File: src/rtl/wide_add_sequencer_pkg.sv
// Shared constants and types for the byte-serial wide adder front end.
package wide_add_sequencer_pkg;
   localparam int BYTE_W     = 8;
   localparam int NBYTES_MIN = 2;
   localparam int NBYTES_MAX = 8;

   typedef logic [BYTE_W-1:0] byte_t;
endpackage

File: src/rtl/out_stage_reg.sv
// One-entry valid/ready output register for the sum byte and its last flag.
module out_stage_reg
   import wide_add_sequencer_pkg::*;
(
   input  logic  clk,
   input  logic  rst,
   input  logic  clr_i,
   input  logic  load_i,
   input  byte_t data_i,
   input  logic  last_i,
   input  logic  ready_i,
   output logic  valid_o,
   output byte_t data_o,
   output logic  last_o
);

   logic  valid_q, valid_d;
   byte_t data_q, data_d;
   logic  last_q, last_d;

   // Abort drops the pending entry but leaves the data byte as-is.
   always_comb begin
      valid_d = valid_q;
      data_d  = data_q;
      last_d  = last_q;
      if (clr_i) begin
         valid_d = 1'b0;
         last_d  = 1'b0;
      end else if (load_i) begin
         valid_d = 1'b1;
         data_d  = data_i;
         last_d  = last_i;
      end else if (valid_q && ready_i) begin
         valid_d = 1'b0;
      end
   end

   always_ff @(posedge clk or posedge rst) begin
      if (rst) begin
         valid_q <= 1'b0;
         data_q  <= '0;
         last_q  <= 1'b0;
      end else begin
         valid_q <= valid_d;
         data_q  <= data_d;
         last_q  <= last_d;
      end
   end

   assign valid_o = valid_q;
   assign data_o  = data_q;
   assign last_o  = last_q;

endmodule

File: src/rtl/wide_add_sequencer.sv
// Byte-serial multi-precision adder front end: drives an external 8-bit adder
// LSB-first and assembles the full-width sum with carry-out and overflow.
module wide_add_sequencer
   import wide_add_sequencer_pkg::*;
#(
   parameter int NBYTES = 4
) (
   input  logic                clk,
   input  logic                rst,
   input  logic                abort,
   input  logic                in_valid,
   output logic                in_ready,
   input  logic [7:0]          a_byte,
   input  logic [7:0]          b_byte,
   input  logic                cin,
   output logic [7:0]          add_a,
   output logic [7:0]          add_b,
   output logic                add_cin,
   input  logic [7:0]          add_sum,
   input  logic                add_cout,
   output logic                out_valid,
   input  logic                out_ready,
   output logic [7:0]          sum_byte,
   output logic                out_last,
   output logic                word_valid,
   output logic [8*NBYTES-1:0] sum_word,
   output logic                cout,
   output logic                ovf
);

   localparam int W      = BYTE_W * NBYTES;
   localparam int BEAT_W = (NBYTES > 1) ? $clog2(NBYTES) : 1;
   localparam logic [BEAT_W-1:0] LAST_BEAT = BEAT_W'(NBYTES - 1);

   logic [BEAT_W-1:0] beat_q, beat_d;
   logic              carry_q, carry_d;
   logic [W-1:0]      word_q, word_d;
   logic              cout_q, cout_d;
   logic              ovf_q, ovf_d;
   logic              wv_q, wv_d;

   logic accept;
   logic is_last;

   assign in_ready = !out_valid || out_ready;
   assign accept   = in_valid && in_ready && !abort;
   assign is_last  = (beat_q == LAST_BEAT);

   assign add_a   = a_byte;
   assign add_b   = b_byte;
   assign add_cin = (beat_q == '0) ? cin : carry_q;

   always_comb begin
      beat_d  = beat_q;
      carry_d = carry_q;
      word_d  = word_q;
      cout_d  = cout_q;
      ovf_d   = ovf_q;
      wv_d    = 1'b0;
      if (abort) begin
         beat_d  = '0;
         carry_d = 1'b0;
      end else if (accept) begin
         carry_d                 = add_cout;
         word_d[beat_q*8 +: 8]   = add_sum;
         if (is_last) begin
            beat_d = '0;
            cout_d = add_cout;
            ovf_d  = (a_byte[7] == b_byte[7]) && (add_sum[7] != a_byte[7]);
            wv_d   = 1'b1;
         end else begin
            beat_d = beat_q + 1'b1;
         end
      end
   end

   always_ff @(posedge clk or posedge rst) begin
      if (rst) begin
         beat_q  <= '0;
         carry_q <= 1'b0;
         word_q  <= '0;
         cout_q  <= 1'b0;
         ovf_q   <= 1'b0;
         wv_q    <= 1'b0;
      end else begin
         beat_q  <= beat_d;
         carry_q <= carry_d;
         word_q  <= word_d;
         cout_q  <= cout_d;
         ovf_q   <= ovf_d;
         wv_q    <= wv_d;
      end
   end

   out_stage_reg u_out_stage (
      .clk     (clk),
      .rst     (rst),
      .clr_i   (abort),
      .load_i  (accept),
      .data_i  (add_sum),
      .last_i  (is_last),
      .ready_i (out_ready),
      .valid_o (out_valid),
      .data_o  (sum_byte),
      .last_o  (out_last)
   );

   assign sum_word   = word_q;
   assign cout       = cout_q;
   assign ovf        = ovf_q;
   assign word_valid = wv_q;

endmodule

File: config.mk
export PLATFORM = sky130hd
export DESIGN_NAME = wide_add_sequencer
export DESIGN_NICKNAME = d
export VERILOG_FILES = /design/src/rtl/wide_add_sequencer_pkg.sv /design/src/rtl/out_stage_reg.sv /design/src/rtl/wide_add_sequencer.sv
export SDC_FILE = /design/constraint.sdc
export NUM_CORES = 1
export LEC_CHECK = 0
export BUFFER_PORTS_ARGS = -buffer_cell sky130_fd_sc_hd__clkbuf_2
export CAP_MARGIN = 5
export CORE_MARGIN = 5
export CORE_UTILIZATION = 35
export DETAILED_ROUTE_END_ITERATION = 16
export SETUP_SLACK_MARGIN = 0.15
export SYNTH_ARGS = -nofsm -noshare
export SYNTH_HDL_FRONTEND = slang
export SYNTH_HIERARCHICAL = 1
export SYNTH_SLANG_ARGS = --single-unit
File: constraint.sdc
create_clock -name clk -period 2 [get_ports clk]
set_input_delay 0.2 -clock clk [delete_from_list [all_inputs] [get_ports clk]]
set_output_delay 0.2 -clock clk [all_outputs]
set_load 0.05 [all_outputs]
## Yosys cells after proc, flatten, opt, wreduce, memory -nomap -nowiden

Index checks and enable logic that the tools add are counted.

| storage, ports and cells | value |
|---|---|
| register bits | 48 |
| output and inout port bits | 63 |
| bits of input ports | 31 |

| operators by class | value |
|---|---|
| add/subtract/negate cells | 2 |
| muxes and demuxes | 15 |
| reductions and logical operators | 12 |
| equal/unequal tests | 3 |
| bitwise logic cells | 1 |
| shift operators | 2 |

Operator list:

| cell | number |
|---|---|
| 5-bit negator with 34-bit output | 1 |
| 8-bit by 34-bit variable shift with 32-bit output, first input constant | 1 |
| 8-bit by 34-bit indexed part select with 32-bit output | 1 |
| 32-bit bitwise mux | 1 |
| 1-bit 2-to-1 mux | 11 |
| 2-bit 2-to-1 mux | 3 |
| 1-bit logical AND | 4 |
| 3-bit AND reduction | 1 |
| 3-bit nonzero test | 1 |
| 2-bit by 1-bit adder with 2-bit output, second input constant | 1 |
| 2-bit == test, second input constant | 1 |
| 1-bit zero test | 2 |
| 2-bit zero test | 1 |
| 2-bit AND reduction | 1 |
| 2-bit nonzero test | 1 |
| 1-bit == test | 1 |
| 1-bit logical OR | 1 |
| 1-bit inequality test | 1 |
| 1-bit NOT | 1 |

## Longest topological paths before layout

| depth | value |
|---|---|
| depth in word-level cells | 6 |
| depth in mapped cells | 7 |
| depth with buffers taken out | 5 |

## Cells and area by module

The synthesis kept the hierarchy.

By module, submodules not included:

| module | area an instance (um^2) | cells an instance | sequential area each (um^2) | times used |
|---|---|---|---|---|
| wide_add_sequencer | 2,024.4 | 193 | 950.9 | 1 |
| out_stage_reg | 427.9 | 26 | 250.2 | 1 |

## Least setup slack after synthesis

No wires, ideal clock.

| path | value |
|---|---|
| kind | flip-flop to flip-flop |
| start point | reg u_out_stage.valid_q, in the netlist u_out_stage/valid_o |
| end point | reg word_q[13], in the netlist sum_word[13] |
| setup slack | 0.187 ns |
| arrival | 1.688 ns |
| required time | 1.875 ns |
| library setup time | 0.125 ns |
| stages on the path, launching flop included | 6 |
| clock period less this slack | 1.813 ns |
| cells stage by stage | dfrtp_1 nor2b_4 inv_2 and3_4 buf_6 mux2_4 |

| between the ends | value |
|---|---|
| cells in the longest elaborated chain, start to end | 5 |

RTL lines:

| what | RTL line | text |
|---|---|---|
| start, declared | out_stage_reg.sv:17 | `logic valid_q, valid_d;` |
| start signal, assigned | out_stage_reg.sv:44 | `valid_q <= valid_d;` |
| 1-bit zero test | wide_add_sequencer.sv:45 | `assign in_ready = !out_valid \|\| out_ready;` |
| 1-bit logical OR | wide_add_sequencer.sv:45 |  |
| net in_ready | wide_add_sequencer.sv:12 | `output logic in_ready,` |
| 1-bit logical AND (2 in a row) | wide_add_sequencer.sv:46 | `assign accept = in_valid && in_ready && !abort;` |
| 2-bit AND reduction (no source line) | -- |  |
| end signal, assigned | wide_add_sequencer.sv:88 | `word_q <= word_d;` |
| end, declared | wide_add_sequencer.sv:37 | `logic [W-1:0] word_q, word_d;` |

The timed path passes the listed nets, and every way through them passes these cells.
A chain may end at the register's enable or synchronous reset.

## Final worst setup path

| path | value |
|---|---|
| start point | reg beat_q[1] |
| end point | out add_cin |

| between the ends | value |
|---|---|
| cells in the longest elaborated chain, start to end | 2 |

RTL lines:

| what | RTL line | text |
|---|---|---|
| start, declared | wide_add_sequencer.sv:35 | `logic [BEAT_W-1:0] beat_q, beat_d;` |
| start signal, assigned | wide_add_sequencer.sv:86 | `beat_q <= beat_d;` |
| 2-bit zero test | wide_add_sequencer.sv:51 | `assign add_cin = (beat_q == '0) ? cin : carry_q;` |
| 1-bit 2-to-1 mux | wide_add_sequencer.sv:51 |  |
| end, declared | wide_add_sequencer.sv:18 | `output logic add_cin,` |

Every way passes these cells.

==> metrics <==
number of CTS-inserted buffers=5; RD Place Congestion=0.734; vias in the first global route=1661; H-tree depth=2; Synth Warn #=6; synthesized net count=256; most common cell after layout, fill and taps aside=clkbuf_2; Logic pwr share=0.417; CP startpoint kind=register; Netlist Area Pre-Place=0.00245 mm²; Sw Ratio=0.453; crit path time final=1.76 ns; DRC Markers=0; maxcap violations=0; CP endpoint kind=output pin; Worst EP arrival=1.56 ns; worst hold path cell count=2; status=finished clean; CP delay by family, top=flip-flops; sequential fraction of the synthesis area=0.490; share of cells above drive strength 1=0.386; Max-slew headroom=0.682; max FFs per register=32; Final Setup Violations=0; Mapped Avg Cell Area=11.2 µm²; crit-path cells=inv_2 > ha_4 > mux2_2 > buf_4; PD cells=1130 mW/mm²; Nets=313; remaining global-route overflow=0; final hold violation count=0; P_leak=1.46 nW; slowest cell delay on critical path=0.45 ns; Fmax=567 MHz; initial drt markers=71; CP max FO=5; Clock Root Buffer=clkbuf_8; reg2reg path depth=5; HP Class=primary input to register; hpwl dp=3990 µm; die width=93.7 µm; Initial Utilization=0.361; final worst-path cycle share=0.882; max-slew violation count=0; Antenna Cells=0; GRT Util Overall=0.129; Worst path depth=4; Worst Max-Slew Pin Slew=0.477 ns; Area Growth Syn to Fin=18.0%; synthesis-stage register bit count=48; I/O pins=94; Die Height=93.7 µm; port bufs=65; WL final=5330 µm; via count=1596; Non-Filler Instances=373; RSZ-0062 raised after global routing=false; pin count of the biggest net entering global routing=24; TNS Setup=0 ns; clock network power share=0.189; CP Class=register to output pin; most frequent cells in the layout=64 x clkbuf_2, 47 x dfrtp_1, 35 x inv_1; DR WL/cell=14.3 µm; post-synth cell types=27; Fillers=680; Reg power frac=0.394; net switching power=0.00148 W; clock buffer depth=2; antenna-violating nets left=0; CTS tree=built; clock sink count=48; Peak supply drop=0.299 mV; Clock Pin Slew Worst Setup and Hold Paths=0.09 ns; worst-skew pair later-pin latency=0.30 ns; post-synthesis instance total=219; vias per cell=4.28; initial antenna violation count=0; first-pass GRT wire length=8790 µm; crit path max-delay cell type=dfrtp_2; Pre-antenna DRT Iters=4; full die area=0.00878 mm²; Power Internal=0.00179 W; Req. time, crit path=1.80 ns; core area=0.00679 mm²; worst path bufs/invs=2; Worst Skew=0.00473 ns; placed cells=363; Cell Rows=30
## path summary, 6_finish.rpt
check,startpoint,endpoint,slack (ns)
max,beat_q[1],add_cin,0.24
min,add_cout,cout,0.14
max reg2reg,beat_q[1],sum_word[27],0.34
min reg2reg,u_out_stage/data_o[2],u_out_stage/data_o[2],0.52
max in group asynchronous,rst,sum_word[21],1.25
min in group asynchronous,rst,u_out_stage/data_o[6],0.40
## through the flow
stage	setup slack (ns)	power (W)	utilization	hold slack [ns]	instance area [µm²]
after floorplan	0.187	0.00241	-	0.0402	2450
after global placement	0.299	0.00267	0.407	0.191	2760
after detailed placement	0.225	0.00268	0.407	0.186	2760
after CTS	0.164	0.00332	0.425	0.131	2890
after global routing	0.169	0.00345	0.426	0.133	2890
final	0.236	0.00327	0.426	0.144	2890
## what timing repair did
action	CTS	global route
resized for setup	4	3
setup endpoints to repair	1	9
hold buffers	1	0
buffers inserted	0	1
endpoints found under the hold margin	48	0
## cell usage after synthesis, drive strengths merged
library cell | instances | share of area
nor2b | 3 | 0.017
clkbuf | 1 | 0.0020
buf | 21 | 0.068
and3 | 3 | 0.012
nor2 | 1 | 0.0015
nand3 | 5 | 0.012
nor4b | 2 | 0.019
nand2 | 32 | 0.049
a21oi | 4 | 0.0082
inv | 38 | 0.058
nor3b | 2 | 0.0082
mux2i | 31 | 0.13
nand2b | 2 | 0.0051
dfrtp | 48 | 0.49
and4bb | 1 | 0.0051
ha | 6 | 0.031
o22ai | 1 | 0.0026
o21ai | 3 | 0.0061
mux2 | 13 | 0.075
nor3 | 2 | 0.0041
## logic make-up (layout without fill, tap and decap cells)
| logic type | after synthesis | after routing | synth area share |
|---|---|---|---|
| buffers and inverters | 60 | 118 | 0.128 |
| AND/OR/NAND/NOR | 53 | 53 | 0.133 |
| flip-flops | 48 | 48 | 0.490 |
| multiplexers | 44 | 44 | 0.202 |
| AO/OA/AOI/OAI | 8 | 8 | 0.0168 |
| adder cells (fa/ha/maj) | 6 | 6 | 0.0306 |
## cell type report
cell class,count,area (µm²),share of cell area
Sequential cell,48,1200,0.415
Multi-Input combinational cell,111,950,0.328
Timing Repair Buffer,72,383,0.132
Inverter,38,143,0.0493
Tap cell,96,120,0.0415
Clock buffer,6,82.6,0.0285
Clock inverter,2,13.8,0.00476
## layer usage
layer  GRT usage  routed length [µm]  vias up
met3      0.0369                 325        6
met2       0.206                2490       46
li1            -                   -      791
met5           0                   0        -
met4      0.0337                  59        0
met1       0.172                2460      753
## power by group through the flow
stage | logic, W | registers, W | clock network, W
after global routing | 0.00145 | 0.00132 | 0.000682
after CTS | 0.00138 | 0.00129 | 0.000647
after floorplan | 0.000399 | 0.00201 | 0
final | 0.00136 | 0.00129 | 0.000617
after global placement | 0.00136 | 0.00130 | 0
after detailed placement | 0.00137 | 0.00131 | 0
Power figures use the tool's default switching activity.
